File: src/rtl/controle_multiciclo.sv
// Multicycle control unit: FETCH/DECODE/EXEC/MEM/WB/HALT sequencer driving an
// external register bank, instruction memory and data memory.
module controle_multiciclo #(
  parameter logic [7:0] PC_INICIAL = 8'h00
) (
  input  logic        clk,
  input  logic        clr,
  output logic [7:0]  instr_addr,
  input  logic [15:0] instr,
  output logic [3:0]  rf_rd1,
  output logic [3:0]  rf_rd2,
  input  logic [7:0]  rf_q1,
  input  logic [7:0]  rf_q2,
  output logic [3:0]  rf_wsel,
  output logic [7:0]  rf_wdata,
  output logic        rf_we,
  output logic [7:0]  mem_addr,
  output logic [7:0]  mem_wdata,
  output logic        mem_read,
  output logic        mem_write,
  input  logic [7:0]  mem_q,
  output logic        halted,
  output logic [2:0]  estado
);

  typedef enum logic [2:0] {
    S_FETCH  = 3'd0,
    S_DECODE = 3'd1,
    S_EXEC   = 3'd2,
    S_MEM    = 3'd3,
    S_WB     = 3'd4,
    S_HALT   = 3'd5
  } state_t;

  localparam logic [3:0] OP_ADD  = 4'd1;
  localparam logic [3:0] OP_SUB  = 4'd2;
  localparam logic [3:0] OP_AND  = 4'd3;
  localparam logic [3:0] OP_OR   = 4'd4;
  localparam logic [3:0] OP_LI   = 4'd5;
  localparam logic [3:0] OP_LD   = 4'd6;
  localparam logic [3:0] OP_ST   = 4'd7;
  localparam logic [3:0] OP_JMP  = 4'd8;
  localparam logic [3:0] OP_BZ   = 4'd9;
  localparam logic [3:0] OP_HALT = 4'd15;

  state_t      state_q, state_d;
  logic [7:0]  pc_q, pc_d;
  logic [15:0] ir_q, ir_d;
  logic [7:0]  res_q, res_d;

  logic [3:0] op, rd, rs, rt;
  logic [7:0] imm;

  assign op  = ir_q[15:12];
  assign rd  = ir_q[11:8];
  assign rs  = ir_q[7:4];
  assign rt  = ir_q[3:0];
  assign imm = ir_q[7:0];

  // State, PC, IR and result registers; reset clears everything at once
  always_ff @(posedge clk or negedge clr) begin
    if (!clr) begin
      state_q <= S_FETCH;
      pc_q    <= PC_INICIAL;
      ir_q    <= '0;
      res_q   <= '0;
    end else begin
      state_q <= state_d;
      pc_q    <= pc_d;
      ir_q    <= ir_d;
      res_q   <= res_d;
    end
  end

  // Next-state logic; JMP/BZ targets replace the increment done in FETCH
  always_comb begin
    state_d = state_q;
    pc_d    = pc_q;
    ir_d    = ir_q;
    res_d   = res_q;
    case (state_q)
      S_FETCH: begin
        ir_d    = instr;
        pc_d    = pc_q + 8'd1;
        state_d = S_DECODE;
      end
      S_DECODE: state_d = S_EXEC;
      S_EXEC: begin
        case (op)
          OP_ADD:  begin res_d = rf_q1 + rf_q2; state_d = S_WB; end
          OP_SUB:  begin res_d = rf_q1 - rf_q2; state_d = S_WB; end
          OP_AND:  begin res_d = rf_q1 & rf_q2; state_d = S_WB; end
          OP_OR:   begin res_d = rf_q1 | rf_q2; state_d = S_WB; end
          OP_LI:   begin res_d = imm;           state_d = S_WB; end
          OP_LD,
          OP_ST:   state_d = S_MEM;
          OP_JMP:  begin pc_d = imm; state_d = S_FETCH; end
          OP_BZ:   begin
            if (rf_q1 == 8'h00) pc_d = imm;
            state_d = S_FETCH;
          end
          OP_HALT: state_d = S_HALT;
          default: state_d = S_FETCH;
        endcase
      end
      S_MEM: begin
        if (op == OP_LD) begin
          res_d   = mem_q;
          state_d = S_WB;
        end else begin
          state_d = S_FETCH;
        end
      end
      S_WB:    state_d = S_FETCH;
      S_HALT:  state_d = S_HALT;
      default: state_d = S_FETCH;
    endcase
  end

  // Outputs decoded from state and IR; strobes and write buses are gated to
  // their own state so they read zero everywhere else (including reset)
  always_comb begin
    instr_addr = pc_q;
    rf_rd1     = (op == OP_BZ) ? rd : rs;
    rf_rd2     = rt;
    rf_we      = (state_q == S_WB);
    rf_wsel    = (state_q == S_WB) ? rd : 4'h0;
    rf_wdata   = (state_q == S_WB) ? res_q : 8'h00;
    mem_read   = (state_q == S_MEM) && (op == OP_LD);
    mem_write  = (state_q == S_MEM) && (op == OP_ST);
    mem_addr   = (state_q == S_MEM) ? rf_q1 : 8'h00;
    mem_wdata  = ((state_q == S_MEM) && (op == OP_ST)) ? rf_q2 : 8'h00;
    halted     = (state_q == S_HALT);
    estado     = state_q;
  end

endmodule

File: config.mk
export PLATFORM = sky130hd
export DESIGN_NAME = controle_multiciclo
export DESIGN_NICKNAME = d
export VERILOG_FILES = /design/src/rtl/controle_multiciclo.sv
export SDC_FILE = /design/constraint.sdc
export NUM_CORES = 1
export LEC_CHECK = 0
export BUFFER_PORTS_ARGS = -buffer_cell sky130_fd_sc_hd__clkbuf_2
export CORE_MARGIN = 1
export CORE_UTILIZATION = 40
export CTS_CLUSTER_DIAMETER = 60
export DETAILED_ROUTE_END_ITERATION = 7
export MAX_ROUTING_LAYER = met4
export PLACE_DENSITY = 0.64
export SYNTH_ARGS = -nofsm -noshare
export SYNTH_HDL_FRONTEND = slang
export SYNTH_SLANG_ARGS = --single-unit
File: constraint.sdc
create_clock -name clk -period 2.3 [get_ports clk]
set_input_delay 0.115 -clock clk [delete_from_list [all_inputs] [get_ports clk]]
set_output_delay 0.115 -clock clk [all_outputs]
set_load 0.005 [all_outputs]
==> results of run 1 <==
==> cell usage after synthesis, drive strengths merged (6+ instances only) <==
| cell | count |
|---|---|
| buf | 12 |
| clkbuf | 7 |
| nor3 | 10 |
| nor2 | 14 |
| ha | 11 |
| and2 | 29 |
| dfrtp | 35 |
| nand2 | 25 |
| xnor2 | 9 |
| a21oi | 20 |
| inv | 13 |
| a2bb2oi | 6 |
| o21ai | 22 |
| mux2 | 24 |
| a31oi | 7 |
==> cell type report <==
type	instances	area [um2]
repair buffers	114	632
fillers	669	3150
well taps	80	100
clock inverters	2	16.3
flip-flops and latches	35	876
multi-input cells	246	1850
clock buffers	6	82.6
inverters	13	48.8
==> critical path, cell delays in order, from the launching register on <==
cell,delay (ns)
dfrtp_1,0.41
nor4b_4,0.29
buf_6,0.16
buf_4,0.11
a31oi_1,0.04
xnor2_1,0.14
ha_1,0.34
a21oi_1,0.13
o21ai_1,0.09
o21ba_2,0.21
mux2i_1,0.17
a21oi_1,0.09
==> path summary, 6_finish.rpt <==
path | from | to | slack (ns) | cells after the start
worst max-delay path | ir_q[12] | res_q[7] | -0.02 | 11
worst min-delay path | instr[15] | ir_q[15] | 0.04 | 3
worst max register to register | ir_q[12] | res_q[7] | -0.02 | 11
worst min register to register | res_q[0] | res_q[0] | 0.47 | 1
max in group asynchronous | clr | res_q[1] | 1.27 | 2
min in group asynchronous | clr | instr_addr[2] | 0.48 | 2
==> metal layers <==
layer  vias up  global-route usage, %
met5         -                      -
met4         0                   5.15
met3        12                   3.18
met2       106                   34.3
met1      1299                   31.8
li1       1336                      -
==> cell families after synthesis <==
kind of cell / Yosys count / synth area share [%]
AO/OA/AOI/OAI: 85 / 19.8
XOR/XNOR: 9 / 2.82
adder cells (fa/ha/maj): 12 / 5.64
buffers and inverters: 32 / 5.41
flip-flops: 35 / 31.3
multiplexers: 27 / 10.7
AND/OR/NAND/NOR: 113 / 24.3
==> through the flow <==
stage	setup TNS [ns]	utilization [%]	cell area (um2)	power, W
after detailed placement	-0.162	50.5	3410	0.00387
after global placement	0	50.5	3410	0.00382
after floorplan	-0.295	-	2830	0.00309
final	-0.0279	53.4	3610	0.00447
after global routing	-0.521	53.4	3610	0.00488
after CTS	-0.156	52.3	3530	0.00440
==> state kept, by name, summed over array words and instances (netlist names) <==
signal / cells
res_q: 8
ir_q: 16
instr_addr: 8
estado: 3
==> where the power goes <==
part | internal, W | switching, W | total [W]
registers | 0.000927 | 0.000322 | 0.00125
clock network | 0.000245 | 0.000250 | 0.000494
logic | 0.00134 | 0.00139 | 0.00273
total | 0.00252 | 0.00196 | 0.00447
==> repair_timing <==
action	CTS	global route
gates cloned	0	0
pin swaps	6	9
resized for setup	4	12
hold buffers	1	0
setup endpoints to repair	4	10
endpoints found under the hold margin	35	0
buffers inserted	0	3
==> placed cells by master, fill, tap and decap left out, types with 4 or more instances in the layout <==
cell type and n:
mux2_2 24, a21oi_2 5, and2_1 28, xnor2_1 8
a21oi_1 15, clkbuf_8 6, nand3_1 4, nand2b_1 5
buf_4 20, clkbuf_2 92, dfrtp_1 35, nor3_1 8
o21ai_1 6, a31oi_1 7, nor2_1 11, o22ai_1 5
a2bb2oi_1 6, o21ai_0 16, nand2_1 25, a21o_1 5
inv_1 13, nand3b_1 4, ha_1 10
==> metrics.cfg, run 1 <==
[power]
p_leak_nw = 1.71
peakVddDrop_v = 0.000541
p_per_area_mw_per_mm2 = 1240

[job]
cap_violations = 0

[routing]
vias = 2753
viasPerCell = 5.55
first_pass_iters = 5
wl_per_cell_um = 15.8
drtIter0Drc = 140
ant_nets = 0
wirelength_um = 7840
wl_met3_um = 452
drt-met1-wl_um = 3700
top_layer_used = met4
drc = 0
met2_length_um = 3570

[clock_tree]
numCtsBuffers = 5
cts_tree = done
cts_buffer_depth = 2
htreeDepth = 2
clk_latency_ns = 0.29
cts_root_buf = clkbuf_8
cts.sinks = 35
path_clk_slew_ns = 0.08

[timing]
finalSetupViolCount = 2
tightest_slew_ns = 0.897
whs_ns = 0.0445
max_freq_ghz = 0.431
finalCritPeriodShare_pct = 101
min_period_ns = 2.32
rsz0062_at_grt = true
slew_violations = 0
slew_headroom_pct = 40.2
fin_skew_ns = 0.00417
worst_slack_ns = -0.0182
hold_viol = 0

[layout]
layout.nets = 469
synthToLayoutAreaGrowth_pct = 29.0
fin_cells = 496
drive_gt1_share_pct = 41.3
n_antenna_cell = 0

[floorplan]
rows = 30
core_mm2 = 0.00676
die-area_mm2 = 0.00733
die_h_um = 85.6
start_util_pct = 41.4
die_w_um = 85.6
pin_count = 93

[synth]
synthCells = 313
synth.largest_area_cell = dfrtp_1
ys_warn_count = 0
ys_ff_latch = 35
ys.flop_type = dfrtp_1
synth_edf_count = 0
synth_cell_types = 57
syn_avg_cell_area_um2 = 8.93
async_reset_ff_share_pct = 100
ys_seq_area_share_pct = 31.3
syn_area_mm2 = 0.00280
ys_top_cells_by_area = dfrtp_1, mux2_2, and2_1, ha_1, a21oi_1
synth_top_area_share_pct = 31.3
synth_nets = 367

[run_status]
violations = setup timing
status = complete, but fails checks

[placed_design]
placedCellCount = 484
port-buffer-count = 92
gp_congestion = 0.952
hpwl_um = 6040
pre_cts_slack_ns = -0.0687

[setup_path]
cp_max_fo = 5
endpoint_kind = register
cp.required_ns = 2.47
critPathArrivalTime_ns = 2.49
cp-start-kind = register
worst-setup-path-type = reg2reg

[global_routing]
grt.total_usage_pct = 22.5
grt_antenna_before_repair = 0
first_global_vias = 2449
gr-total-overflow = 0
grt_pass1_wl_um = 12600
grt_start_max_net_pins = 36

[worst_hold_path]
hold_class = in2reg

Power figures use the tool's default switching activity.
==> run 2, diff against run 1 <==
--- a/config.mk
+++ b/config.mk
@@ -8,10 +8,11 @@
 export BUFFER_PORTS_ARGS = -buffer_cell sky130_fd_sc_hd__clkbuf_2
 export CORE_MARGIN = 1
 export CORE_UTILIZATION = 40
+export CTS_BUF_LIST = sky130_fd_sc_hd__clkbuf_8
 export CTS_CLUSTER_DIAMETER = 60
 export DETAILED_ROUTE_END_ITERATION = 7
 export MAX_ROUTING_LAYER = met4
-export PLACE_DENSITY = 0.64
+export PLACE_DENSITY = 0.62
 export SYNTH_ARGS = -nofsm -noshare
 export SYNTH_HDL_FRONTEND = slang
 export SYNTH_SLANG_ARGS = --single-unit
==> constraint.sdc (replaced) <==
create_clock -name clk -period 2.9 [get_ports clk]
set_input_delay 0.145 -clock clk [delete_from_list [all_inputs] [get_ports clk]]
set_output_delay 0.145 -clock clk [all_outputs]
set_load 0.005 [all_outputs]
==> run 2 against run 1 <==
Effect of this change:
- the run now ends clean
- critical path depth decreased by 3
- register-to-register slack gained 0.25 ns
- utilization is 2.8 points lower
- final area is 5.3% lower
- worst setup slack improved by 0.25 ns
- combinational power down 26%
- die area is the same
- largest cell class unchanged
- sequential power is 21% lower
- clock power shrank 29%
- count of clock-buffer cells in the layout fell by 1
- routed wire length fell by 0.77%
==> metrics.cfg, run 2 (synthesis gave the netlist of run 1 again) <==
[layout]
fill_cells = 665
final_cell_mix = clkbuf_2, dfrtp_1, and2_1, nand2_1, mux2_2
multi_input_area_mm2 = 0.00177
fin_util_pct = 50.6
drive_gt1_share_pct = 35.6
layout.nets = 457
top_register = ir_q
regArea_um2 = 876
synthToLayoutAreaGrowth_pct = 22.2
fin_area_mm2 = 0.00342
largest_reg_flops = 16
final_common_cell = clkbuf_2
n_antenna_cell = 0

[timing]
fin_skew_ns = 0.00773
min_period_ns = 2.67
hold_viol = 0
slew_headroom_pct = 41.9
tightest_slew_ns = 0.871
slew_violations = 0
finalSetupViolCount = 0
max_freq_ghz = 0.375
fin_tns_setup_ns = 0
rsz0062_at_grt = false
finalCritPeriodShare_pct = 92.0

[clock_tree]
cts.sinks = 35
numCtsBuffers = 5
post_cts_resized = 0
clk_latency_ns = 0.29
cts_tree = done
htreeDepth = 2
cts_setup_buffers = 0
cts_buffer_depth = 2
cts_root_buf = clkbuf_8
hold_buffers = 1
path_clk_slew_ns = 0.07

[floorplan]
core_mm2 = 0.00676
die_h_um = 85.6
pin_count = 93
die-area_mm2 = 0.00733
rows = 30
start_util_pct = 41.4
die_w_um = 85.6

[routing]
vias = 2683
viasPerCell = 5.54
ant_nets = 0
drc = 0
first_pass_iters = 4
wirelength_um = 7780
wl_per_cell_um = 16.1
drtIter0Drc = 252

[power]
power_w = 0.00335
p_leak_nw = 1.63
p_per_area_mw_per_mm2 = 979
peakVddDrop_v = 0.000649

[setup_path]
cp-start-kind = register
critPathArrivalTime_ns = 2.84
cp_max_fo = 7
slowest_delay_ns = 0.49
endpoint_kind = register
worst-setup-path-type = reg2reg
crit_chain = nor4b_4 -> mux2i_1 -> fa_1 -> a211oi_1 -> o21bai_1 -> a21oi_1 -> mux2i_1 -> a21oi_1
cp.required_ns = 3.07
cp_slowest_cell = nor4b_4

[global_routing]
grt_start_max_net_pins = 36
grt_antenna_before_repair = 0
gr-total-overflow = 0
grt_use_met3_pct = 3.18
first_global_vias = 2415
grt_pass1_wl_um = 12400
met2_usage_pct = 33.8
grt.total_usage_pct = 22.7
use_met1_pct = 31.6
gr-max-usage-layer = met2

[placed_design]
port-buffer-count = 92
dpl_cell_area_mm2 = 0.00332
gp_congestion = 0.987
hpwl_um = 5970

[run_status]
status = finished clean

[worst_hold_path]
hold_class = in2reg

[job]
cap_violations = 0

[run 2: cell types whose count changed in the layout (fill, tap and decap cells not counted), sizes merged]
cell and change:
inv +1, clkbuf -1, buf -12
[run 2: power by group]
| part | switching (W) | internal, W |
|---|---|---|
| logic | 0.00105 | 0.000953 |
| registers | 0.000254 | 0.000735 |
| clock network | 0.000186 | 0.000164 |
| total | 0.00149 | 0.00185 |
[run 2: final timing paths]
path / startpoint / to / slack, ns / cells after the start
min reg2reg: res_q[2] / res_q[2] / 0.48 / 2
max: ir_q[14] / res_q[6] / 0.23 / 8
min in group asynchronous: clr / instr_addr[2] / 0.50 / 2
min: instr[15] / ir_q[15] / 0.07 / 3
max reg2reg: ir_q[14] / res_q[6] / 0.23 / 8
max in group asynchronous: clr / res_q[4] / 1.86 / 2
[run 2: final cells by class]
class                   count  area share (%)
multi-input cells         246            51.8
flip-flops and latches     35            25.6
repair buffers            102            15.7
well taps                  80            2.93
clock buffers               5            2.01
inverters                  13            1.43
clock inverters             3           0.476
[run 2: per-layer routing]
layer	vias up	wire (um)	part of all wire [%]
met5	-	0	0
met4	0	129	1.7
met3	10	426	5.5
met2	95	3480	45
met1	1267	3750	48
li1	1311	-	-
[run 2: critical path: cells and delay by family, from the launching register on]
family | cells | cell delay [ns]
muxes | 2 | 0.41
and+or+nand+nor | 1 | 0.49
AOI/OAI and AO/OA | 4 | 0.76
DFF | 1 | 0.41
adders and majority gates | 1 | 0.48
[run 2: metrics by stage]
stage,setup slack (ns),hold slack (ns),cells
after detailed placement,0.230,0.318,475
after CTS,0.209,0.0704,484
after global placement,0.323,0.302,475
final,0.232,0.0737,484
after global routing,0.0435,0.0675,484
after floorplan,0.345,-0.151,313
==> run 3, diff against run 2 <==
--- a/config.mk
+++ b/config.mk
@@ -9,7 +9,7 @@
 export CORE_MARGIN = 1
 export CORE_UTILIZATION = 40
 export CTS_BUF_LIST = sky130_fd_sc_hd__clkbuf_8
-export CTS_CLUSTER_DIAMETER = 60
+export CTS_CLUSTER_DIAMETER = 120
 export DETAILED_ROUTE_END_ITERATION = 7
 export MAX_ROUTING_LAYER = met4
 export PLACE_DENSITY = 0.62
==> constraint.sdc (replaced) <==
create_clock -name clk -period 2.9 [get_ports clk]
set_input_delay 0.435 -clock clk [delete_from_list [all_inputs] [get_ports clk]]
set_output_delay 0.435 -clock clk [all_outputs]
set_load 0.005 [all_outputs]
==> run 3 against run 2 <==
Effect of this change:
- clock skew fell by 0.0031 ns
- register-to-register slack better by 0.08 ns
- critical endpoint unchanged
- first-iteration DRC count shrank 25%
==> metrics.cfg, run 3 (synthesis gave the netlist of run 1 again) <==
[timing]
slew_violations = 0
hold_viol = 0
tightest_slew_ns = 0.874
fin_tns_setup_ns = 0
min_period_ns = 2.59
finalSetupViolCount = 0
rsz0062_at_grt = false
worst_slack_ns = 0.312
finalCritPeriodShare_pct = 89.2
max_freq_ghz = 0.386
fin_skew_ns = 0.00462
slew_headroom_pct = 41.8

[floorplan]
rows = 30
start_util_pct = 41.4
core_mm2 = 0.00676
die_w_um = 85.6
die_h_um = 85.6
die-area_mm2 = 0.00733
pin_count = 93

[clock_tree]
numCtsBuffers = 5
cts_setup_buffers = 0
cts_tree = done
cts.sinks = 35
path_clk_slew_ns = 0.08
clk_latency_ns = 0.29
htreeDepth = 2
post_cts_resized = 0
cts_root_buf = clkbuf_8
hold_buffers = 0
cts_buffer_depth = 2

[setup_path]
cp-start-kind = register
r2r-start = ir_q[14]
rrSetupSlack_ns = 0.31
endpoint_kind = register
worst-setup-path-type = reg2reg
cp_max_fo = 3
cp.required_ns = 3.07
critPathArrivalTime_ns = 2.75
reg2reg_to = res_q[6]
worst-r2r-cell-count = 8

[power]
p_per_area_mw_per_mm2 = 982
power_w = 0.00335
p_leak_nw = 1.63
peakVddDrop_v = 0.000560

[layout]
top_register = ir_q
n_antenna_cell = 0
largest_reg_flops = 16
layout.nets = 457
fin_area_mm2 = 0.00341
synthToLayoutAreaGrowth_pct = 22.1
final_cell_mix = clkbuf_2, dfrtp_1, and2_1, nand2_1, mux2_2
final_common_cell = clkbuf_2
drive_gt1_share_pct = 35.9

[routing]
drtIter0Drc = 190
vias = 2684
first_pass_iters = 5
wl_per_cell_um = 16.1
wirelength_um = 7790
drc = 0
ant_nets = 0
viasPerCell = 5.55

[global_routing]
grt.total_usage_pct = 22.2
first_global_vias = 2320
grt_antenna_before_repair = 0
grt_start_max_net_pins = 36
grt_pass1_wl_um = 12300
gr-total-overflow = 0

[placed_design]
dpl_cell_area_mm2 = 0.00333
pre_cts_slack_ns = 0.280
gp_congestion = 0.858
port-buffer-count = 92
hpwl_um = 5920

[run_status]
status = finished clean

[job]
cap_violations = 0

[worst_hold_path]
hold_class = in2async

## run 3: critical path, cell delays in order, from the launching register on
cell      delay (ns)
dfrtp_1         0.41
nor4b_4         0.36
mux2i_1         0.17
fa_1            0.47
a211oi_1        0.36
o21bai_1        0.15
a21oi_1         0.22
mux2i_1         0.23
a21oi_1         0.09
## run 3: how the worst max path moves through the flow
stage,from,to,slack [ns]
floorplan,ir_q[15],res_q[6],0.35
global placement,rf_q2[1],res_q[6],0.35
detailed placement,rf_q2[0],res_q[6],0.28
CTS,ir_q[14],res_q[6],0.33
global route,ir_q[15],rf_rd1[0],0.21
finish,ir_q[14],res_q[6],0.31
## run 3: area by class of cell
class                   count  area, um2
flip-flops and latches     35        876
multi-input cells         246       1770
clock inverters             3       16.3
inverters                  13       48.8
fillers                   646       3340
repair buffers            102        536
well taps                  80        100
clock buffers               5       68.8
## run 3: through the flow
stage / util [%] / hold WS [ns] / std cells
finish: 50.5 / 0.244 / 484
global route: 50.5 / 0.315 / 484
CTS: 50.5 / 0.278 / 484
detailed placement: 49.3 / 0.463 / 476
global placement: 49.3 / 0.455 / 476
floorplan: - / 0.139 / 313
## run 3: report_power, final
| part | switching (W) | internal, W | total (W) |
|---|---|---|---|
| clock network | 0.000187 | 0.000164 | 0.000351 |
| registers | 0.000254 | 0.000735 | 0.000989 |
| logic | 0.00105 | 0.000957 | 0.00201 |
## run 3: layer usage
layer	track usage (%)	vias up	routed length [um]
li1	-	1309	-
met1	32.9	1246	3800
met2	31.4	122	3390
met3	3.08	7	507
met4	6.36	0	96
met5	-	-	0
